File: src/rtl/if_stage_pkg.sv
// Shared constants and types for the instruction-fetch stage.
package if_stage_pkg;

    localparam logic [31:0] RESET_PC_DEF = 32'h4000_0000;
    localparam logic [3:0]  REGION_BIOS  = 4'h4;
    localparam logic [3:0]  REGION_IMEM  = 4'h1;
    localparam logic [31:0] NOP_INST     = 32'h0000_0013;

    typedef enum logic {
        BOOT = 1'b0,
        RUN  = 1'b1
    } state_e;

endpackage

File: src/rtl/if_stage_if.sv
// Fetch-side bus to the synchronous-read BIOS and IMEM instruction ports.
interface if_stage_if #(
    parameter int unsigned BIOS_AW = 12,
    parameter int unsigned IMEM_AW = 14
);

    logic [BIOS_AW-1:0] bios_addr;
    logic [IMEM_AW-1:0] imem_addr;
    logic [31:0]        bios_dout;
    logic [31:0]        imem_dout;

    modport master (
        output bios_addr,
        output imem_addr,
        input  bios_dout,
        input  imem_dout
    );

    modport slave (
        input  bios_addr,
        input  imem_addr,
        output bios_dout,
        output imem_dout
    );

endinterface

File: src/rtl/if_stage_pc_sel.sv
// Combinational next-PC priority mux: reset, EX redirect, stall, ID redirect, boot hold, sequential.
module if_stage_pc_sel
    import if_stage_pkg::*;
#(
    parameter logic [31:0] RESET_PC = RESET_PC_DEF
) (
    input  logic        rst,
    input  logic        stall_i,
    input  logic        ex_redirect_i,
    input  logic [31:0] ex_target_i,
    input  logic        id_redirect_i,
    input  logic [31:0] id_target_i,
    input  logic        boot_i,
    input  logic [31:0] pc_q_i,
    output logic [31:0] fetch_addr_o
);

    // Redirect targets are forced word-aligned; the low bits are dropped here.
    logic unused_tgt_bits;
    assign unused_tgt_bits = ^{ex_target_i[1:0], id_target_i[1:0]};

    always_comb begin
        fetch_addr_o = pc_q_i + 32'd4;
        if (!rst) begin
            fetch_addr_o = RESET_PC;
        end else if (ex_redirect_i) begin
            fetch_addr_o = {ex_target_i[31:2], 2'b00};
        end else if (stall_i) begin
            fetch_addr_o = pc_q_i;
        end else if (id_redirect_i) begin
            fetch_addr_o = {id_target_i[31:2], 2'b00};
        end else if (boot_i) begin
            fetch_addr_o = pc_q_i;
        end
    end

endmodule

File: src/rtl/if_stage.sv
// Instruction-fetch stage: PC register, memory address drive, region select and retired-fetch counter.
module if_stage
    import if_stage_pkg::*;
#(
    parameter logic [31:0] RESET_PC = RESET_PC_DEF,
    parameter int unsigned BIOS_AW  = 12,
    parameter int unsigned IMEM_AW  = 14
) (
    input  logic              clk,
    input  logic              rst,
    input  logic              stall_i,
    input  logic              ex_redirect_i,
    input  logic [31:0]       ex_target_i,
    input  logic              id_redirect_i,
    input  logic [31:0]       id_target_i,
    if_stage_if.master        mem,
    output logic [31:0]       inst_o,
    output logic [31:0]       pc_o,
    output logic              valid_o,
    output logic [31:0]       fetch_cnt_o
);

    state_e      state_q;
    logic        valid_q;
    logic [31:0] pc_q;
    logic [31:0] pc_d;
    logic [31:0] fetch_cnt_q;
    logic        region_ok;

    if_stage_pc_sel #(
        .RESET_PC (RESET_PC)
    ) u_pc_sel (
        .rst           (rst),
        .stall_i       (stall_i),
        .ex_redirect_i (ex_redirect_i),
        .ex_target_i   (ex_target_i),
        .id_redirect_i (id_redirect_i),
        .id_target_i   (id_target_i),
        .boot_i        (state_q == BOOT),
        .pc_q_i        (pc_q),
        .fetch_addr_o  (pc_d)
    );

    // Memories register the address, so their data lines up with pc_q next cycle.
    assign mem.bios_addr = pc_d[BIOS_AW+1:2];
    assign mem.imem_addr = pc_d[IMEM_AW+1:2];

    always_comb begin
        inst_o    = NOP_INST;
        region_ok = 1'b0;
        case (pc_q[31:28])
            REGION_BIOS: begin
                inst_o    = mem.bios_dout;
                region_ok = 1'b1;
            end
            REGION_IMEM: begin
                inst_o    = mem.imem_dout;
                region_ok = 1'b1;
            end
            default: begin
                inst_o    = NOP_INST;
                region_ok = 1'b0;
            end
        endcase
    end

    assign valid_o     = valid_q & region_ok & ~ex_redirect_i & ~id_redirect_i;
    assign pc_o        = pc_q;
    assign fetch_cnt_o = fetch_cnt_q;

    always_ff @(posedge clk) begin
        if (!rst) begin
            state_q <= BOOT;
            valid_q <= 1'b0;
        end else begin
            case (state_q)
                BOOT: begin
                    state_q <= RUN;
                    valid_q <= 1'b1;
                end
                RUN: begin
                    state_q <= RUN;
                    valid_q <= 1'b1;
                end
            endcase
        end
    end

    always_ff @(posedge clk) begin
        if (!rst) begin
            pc_q        <= RESET_PC;
            fetch_cnt_q <= '0;
        end else begin
            pc_q <= pc_d;
            if (valid_o && !stall_i) begin
                fetch_cnt_q <= fetch_cnt_q + 32'd1;
            end
        end
    end

endmodule

File: src/flat_wrapper.sv
// flat-port wrapper written by rule: the top's interface ports become plain ports
module if_stage_flat import if_stage_pkg::*;
#(
    parameter logic [31:0] RESET_PC = RESET_PC_DEF,
    parameter int unsigned BIOS_AW  = 12,
    parameter int unsigned IMEM_AW  = 14
)
  (clk, rst, stall_i, ex_redirect_i, ex_target_i, id_redirect_i, id_target_i, inst_o, pc_o, valid_o, fetch_cnt_o, mem_bios_addr, mem_imem_addr, mem_bios_dout, mem_imem_dout);
  if_stage_if #(.BIOS_AW(BIOS_AW), .IMEM_AW(IMEM_AW)) mem_i ();
  input  logic clk;
  input  logic rst;
  input  logic stall_i;
  input  logic ex_redirect_i;
  input  logic [31:0] ex_target_i;
  input  logic id_redirect_i;
  input  logic [31:0] id_target_i;
  output logic [31:0] inst_o;
  output logic [31:0] pc_o;
  output logic valid_o;
  output logic [31:0] fetch_cnt_o;
  output wire logic [$bits(mem_i.bios_addr)-1:0] mem_bios_addr;
  output wire logic [$bits(mem_i.imem_addr)-1:0] mem_imem_addr;
  input wire logic [$bits(mem_i.bios_dout)-1:0] mem_bios_dout;
  input wire logic [$bits(mem_i.imem_dout)-1:0] mem_imem_dout;
  assign mem_bios_addr = mem_i.bios_addr;
  assign mem_imem_addr = mem_i.imem_addr;
  assign mem_i.bios_dout = mem_bios_dout;
  assign mem_i.imem_dout = mem_imem_dout;
  if_stage #(.RESET_PC(RESET_PC), .BIOS_AW(BIOS_AW), .IMEM_AW(IMEM_AW)) u_core (.clk(clk), .rst(rst), .stall_i(stall_i), .ex_redirect_i(ex_redirect_i), .ex_target_i(ex_target_i), .id_redirect_i(id_redirect_i), .id_target_i(id_target_i), .mem(mem_i), .inst_o(inst_o), .pc_o(pc_o), .valid_o(valid_o), .fetch_cnt_o(fetch_cnt_o));
endmodule
File: config.mk
export PLATFORM = sky130hd
export DESIGN_NAME = if_stage_flat
export DESIGN_NICKNAME = d
export VERILOG_FILES = /design/src/rtl/if_stage_pkg.sv /design/src/rtl/if_stage_if.sv /design/src/rtl/if_stage_pc_sel.sv /design/src/rtl/if_stage.sv /design/src/flat_wrapper.sv
export SDC_FILE = /design/constraint.sdc
export NUM_CORES = 1
export LEC_CHECK = 0
export ABC_AREA = 1
export CORE_MARGIN = 8
export CORE_UTILIZATION = 35
export DETAILED_ROUTE_END_ITERATION = 16
export GPL_TIMING_DRIVEN = 0
export PLACE_DENSITY = 0.75
export SYNTH_ARGS = -nofsm -noshare
export SYNTH_HDL_FRONTEND = slang
export SYNTH_SLANG_ARGS = --single-unit
File: constraint.sdc
create_clock -name clk -period 1.62 [get_ports clk]
set_input_delay 0.162 -clock clk [delete_from_list [all_inputs] [get_ports clk]]
set_output_delay 0.162 -clock clk [all_outputs]
set_load 0.005 [all_outputs]
======== Yosys cells after proc, flatten, opt, wreduce, memory -nomap -nowiden ========
Cells that the tools add are included.
cells by class
  add/sub/neg operators ................... 2
  multipliers ............................. 0
  divide/modulo/power cells ............... 0
  order comparisons ....................... 0
  eq/ne operators ......................... 3
  shift operators ......................... 0
  multiplexer cells ....................... 8
  bitwise logic cells ..................... 7
  reductions and logical operators ........ 8
operators with widths
  cell                     count
  $mux W32                 4
  $pmux W32 S2             1
  $add A32 B1 Y32 const B  1
  $add A32 B3 Y32 const B  1
  $mux W16                 1
  $eq A4 B1 Y1 const B     1
  $eq A4 B3 Y1 const B     1
  $not A1 Y1               4
  $reduce_and A2 Y1        2
  $reduce_or A2 Y1         2
  $and A1 B1 Y1            3
  $reduce_bool A3 Y1       1
  $mux W1                  2
  $ne A2 B1 Y1 const B     1
  $reduce_bool A2 Y1       1
  $logic_and A1 B1 Y1      1
  $logic_not A1 Y1         1
storage, ports and cells
  flip-flop bits (word level) ............. 65
  latch bits .............................. 0
  bits in writable memories ............... 0
  memory bits (read-only) ................. 0
  bits of input ports ..................... 133
  output and inout bits ................... 123
  word-level logic and storage cells ...... 33
  memories ................................ 0

======== Longest topological paths before layout ========
  depth in word-level cells ............... 7
  gate-level depth with buffers ........... 12
  gate-level depth less buffers ........... 12

======== Cells and area by module ========
A second synthesis with hierarchy kept.
unflattened totals
  cells, all modules ...................... 845
  area, all modules ....................... 5,123.7 um2
modules (own cells, without submodules)
  module           times used  cells an instance  area an instance (um2)  sequential area each (um2)
  if_stage         1           465                3,261.9                 1,301.2
  if_stage_pc_sel  1           380                1,861.8                 0.0

======== Worst setup path after synthesis ========
Ideal clock, no wire load.
  path type ............................... reg-to-output
  start ................................... reg u_core.pc_q[2], in the netlist u_core.pc_o[2]
  end ..................................... out mem_imem_addr[10]
  arrival ................................. 1.606 ns
  required time ........................... 1.458 ns
  path slack .............................. -0.148 ns
  cell stages (with the launch flop) ...... 12
  path buffers ............................ 1
  cells stage by stage .................... dfxtp_1 -> ha_1 -> nand2_1 -> inv_1 -> nand2_1 -> nor2_2 -> xor2_1 -> nand2_1 -> nand2_1 -> o21ai_0 -> a21oi_1 -> buf_4
on the way
  word-level cells in the longest chain between the ends .. 6
RTL lines
  element                   RTL line               RTL
  start: declaration        if_stage.sv:25         logic [31:0] pc_q;
  start signal: assignment  if_stage.sv:94         pc_q <= pc_d;
  $add A32 B3 Y32           if_stage_pc_sel.sv:23  fetch_addr_o = pc_q_i + 32'd4;
  $mux W32                  if_stage_pc_sel.sv:32  end else if (boot_i) begin
  $mux W32                  if_stage_pc_sel.sv:30  end else if (id_redirect_i) begin
  $mux W32                  if_stage_pc_sel.sv:28  end else if (stall_i) begin
  $mux W32                  if_stage_pc_sel.sv:26  end else if (ex_redirect_i) begin
  $mux W16                  if_stage_pc_sel.sv:24  if (!rst) begin
  end: declaration          flat_wrapper.sv:22     output wire logic [$bits(mem_i.imem_addr)-1:0] mem_imem_addr;
No other way between the ends. The select of a mux whose other input is x is not followed.

======== Worst setup path after layout ========
  start ................................... reg u_core.pc_q[11], in the netlist u_core.pc_o[11]
  end ..................................... out mem_bios_addr[10]
on the way
  word-level cells in the longest chain between the ends .. 6
RTL lines
  element           RTL line               RTL
  $add A32 B3 Y32   if_stage_pc_sel.sv:23
  $mux W32          if_stage_pc_sel.sv:32
  $mux W32          if_stage_pc_sel.sv:30
  $mux W32          if_stage_pc_sel.sv:28
  $mux W32          if_stage_pc_sel.sv:26
  $mux W16          if_stage_pc_sel.sv:24
  end: declaration  flat_wrapper.sv:21     output wire logic [$bits(mem_i.bios_addr)-1:0] mem_bios_addr;
No other way between the ends. The select of a mux whose other input is x is not followed.

==> results_dict.tcl <==
set metrics [dict create \
    status "finished with violations" \
    violations "negative setup slack" \
    intPower_mw 4.08 \
    tns_ps -17940 \
    crit_path_start_kind "register" \
    synth_area_leaders "dfxtp_1, nand2_1, a21oi_1" \
    clkLatencyLatePin_ps 350 \
    area_growth_pct 102 \
    cp_top_family "simple AND/OR/NAND/NOR gates" \
    cp_slowest_cell "dfxtp_2" \
    cp_cell_sequence "nand2_1 -> nor2_2 -> inv_1 -> nor2_4 -> xor2_1 -> nand2_1 -> nand2_1 -> o21ai_2 -> a21oi_2 -> buf_4 -> buf_6" \
    worst-path-buf-inv 3 \
    cp.arrival_ps 2060 \
    fin_crit_sh_pct 137 \
    final.fill_count 992 \
    end_kind "output port" \
    path_class "reg2out" \
    grt_usage_pct 26.0 \
    seqPwrFrac_pct 30.8 \
    yosysSeqAreaShare_pct 26.4 \
    ys.warnings.count 0 \
    cts.sinks 65 \
    holdCritPathClass "in2reg" \
    drv_slew 0 \
    switching_share_pct 29.1 \
    numCtsBuffers 9 \
    crit_path_max_incr_delay_ps 390 \
    skew_ps 9.76 \
    clockBufferDepth 2 \
    synthArstFlopShare_pct 0 \
    dpl-instance-area_mm2 0.00771 \
    cts_tree "done" \
    synth_cells 799 \
    synth_edf_count 0 \
    ant_nets 0 \
    cts_root_buffer "clkbuf_16" \
    drive_gt1_share_pct 38.8 \
    synth_top_family_by_area "simple AND/OR/NAND/NOR gates" \
    synth_simple_gate_area_share_pct 37.3 \
    pre_cts_ws_ps -1230 \
    worst-path-max-fanout 5 \
    htreeDepth 3 \
    critPathRequiredTime_ps 1460 \
    ys.flop_type "dfxtp_1" \
    grt.overflow.total 0 \
    die_area_mm2 0.0182 \
    avgSynthCellArea_um2 6.17 \
    combinationalPowerShare_pct 32.5 \
    via_per_inst 5.57 \
    cts-hold-fix-buffers 0 \
    setup_slack_ps -600 \
    synthAdderAreaFrac_pct 0.507 \
    drtIter0Drc 860 \
    rows 43 \
    met2_usage_pct 44.6 \
    met1_usage_pct 29.5 \
    mappedNetlistArea_mm2 0.00493 \
    relSlewSlack_pct 48.1 \
    start_util_pct 35.7 \
    globalRouteMet3Util_pct 6.61 \
    grt_max_degree 18 \
    antenna_found_initial 1 \
    synth_seq_cells 65 \
    fp.dieH_um 135 \
    clk_pin_slew_ps 60 \
    finalInstanceArea_mm2 0.00999 \
    stdcell_count 1356 \
    synth_cell_types 46 \
    worst_slew_pin_slew_ps 778 \
    cap_violations 0 \
    synth_commonest_cells "nand2_1, a21oi_1, nor2_1" \
    synth_xor_area_share_pct 3.55 \
    synth_mux_area_share_pct 0 \
    dp_cells 1229 \
    num_vias 7551 \
    p_sw_mw 1.68 \
    yosys.area.top_type "dfxtp_1" \
    rsz0062_at_grt "yes" \
    drc 0 \
    yosys.area.top_type_share_pct 26.4 \
    synth-compound-area-share_pct 22.8 \
    dpl.hpwl_um 17300 \
    drt_pass1_iterations 7 \
    leakagePower_nw 4.10 \
    synth_most_common_cell "nand2_1" \
    finalSetupViolCount 78 \
    p_per_area_mw_per_mm2 577 \
    grt_pass1_wl_um 37500 \
    whs_ps 408 \
    gp_congestion 0.920 \
    fmax_ghz 0.450 \
    synth_nets 934 \
    coreArea_mm2 0.0138 \
    wl_um 27100 \
    io_buffer_count 250 \
    final-hold-violation-count 0 \
    grt.busiest_layer "met2" \
    io_pins 256 \
    grt_pass1_vias 7047 \
    peakVddDrop_uv 496 \
    die_w_um 135 \
    fin_crit_ps 2220 \
    cpMostUsedCell "nand2_1" \
    nets 1305 \
    p_clk_share_pct 36.7 \
    wire_per_inst_um 20.0 \
]
area by class of cell:
cell class	instances	area, um^2	share of cell area, %
clock inverters	6	83.8	0.839
multi-input cells	626	3990	39.9
clock buffers	10	229	2.29
flip-flops and latches	65	1420	14.2
diodes	1	2.50	0.0251
inverters	63	278	2.78
repair buffers	368	3470	34.7
well taps	180	225	2.26
plain buffers	37	298	2.98
flip-flops by register name, summed over array words and instances, names as in the netlist:
signal	flops
u_core.state_q	1
u_core.pc_o	32
u_core.fetch_cnt_o	32
final timing paths:
| path | cells past startpoint | slack, ps | start | endpoint |
|---|---|---|---|---|
| max | 11 | -600 | u_core.pc_o[11] | mem_bios_addr[10] |
| min | 4 | 410 | stall_i | u_core.pc_o[22] |
| max reg2reg | 12 | -160 | u_core.pc_o[2] | u_core.pc_o[28] |
| min reg2reg | 2 | 450 | u_core.pc_o[0] | u_core.pc_o[0] |
layer usage:
layer  vias up  share of wire [%]
li1       3434                  -
met1      3468                 36
met2       501                 49
met3       148                9.5
met4         0                5.1
met5         -                  0
cells by family after synthesis:
logic type      count (synthesis)
buf+inv                       108
simple gates                  419
flops                          65
xor+xnor                       20
compound gates                185
fa+ha+maj                       2
repair_timing:
item | in CTS | in global routing
pin swaps | 65 | 83
setup buffers | 105 | 35
setup endpoints to repair | 109 | 111
gates cloned | 5 | 1
gates resized for setup | 475 | 207
worst register-to-register path, stage by stage, from the launching register on:
cell and delay [ps]:
dfxtp_4 390, ha_4 180, buf_4 110, buf_4 100, nand3_1 60, nor2_1 110
nand3_1 140, nor2_2 170, nand4_1 110, nand2_1 80, nand2_1 50, nand2_1 50
a21oi_1 70
power groups by stage:
stage | Clock, mW | Combinational, mW | Sequential, mW
after global placement | 0 | 1.33 | 1.79
after floorplan | 0 | 0.500 | 1.77
after global routing | 2.20 | 1.98 | 1.78
after CTS | 2.13 | 1.72 | 1.76
final | 2.11 | 1.87 | 1.77
after detailed placement | 0 | 1.34 | 1.79
placed cells by master (no fill, tap or decap), drive strengths merged, types with 3 or more instances in the layout:
cell type      instances
a21oi                 84
a221oi                 3
a22o                  29
a22oi                 15
and2                   3
buf                  197
clkbuf                27
clkdlybuf4s50        189
clkinv                 5
dfxtp                 65
inv                   61
nand2                229
nand3                 51
nand4                 17
nor2                  94
nor3                  18
nor4                   3
o21ai                 39
xnor2                  7
xor2                  13
per-stage QoR:
step | util (%) | power (mW)
detailed placement | 55.8 | 3.13
floorplan | - | 2.27
finish | 72.2 | 5.76
global placement | 55.8 | 3.13
CTS | 66.9 | 5.60
global route | 72.2 | 5.95
Power figures use the tool's default switching activity.
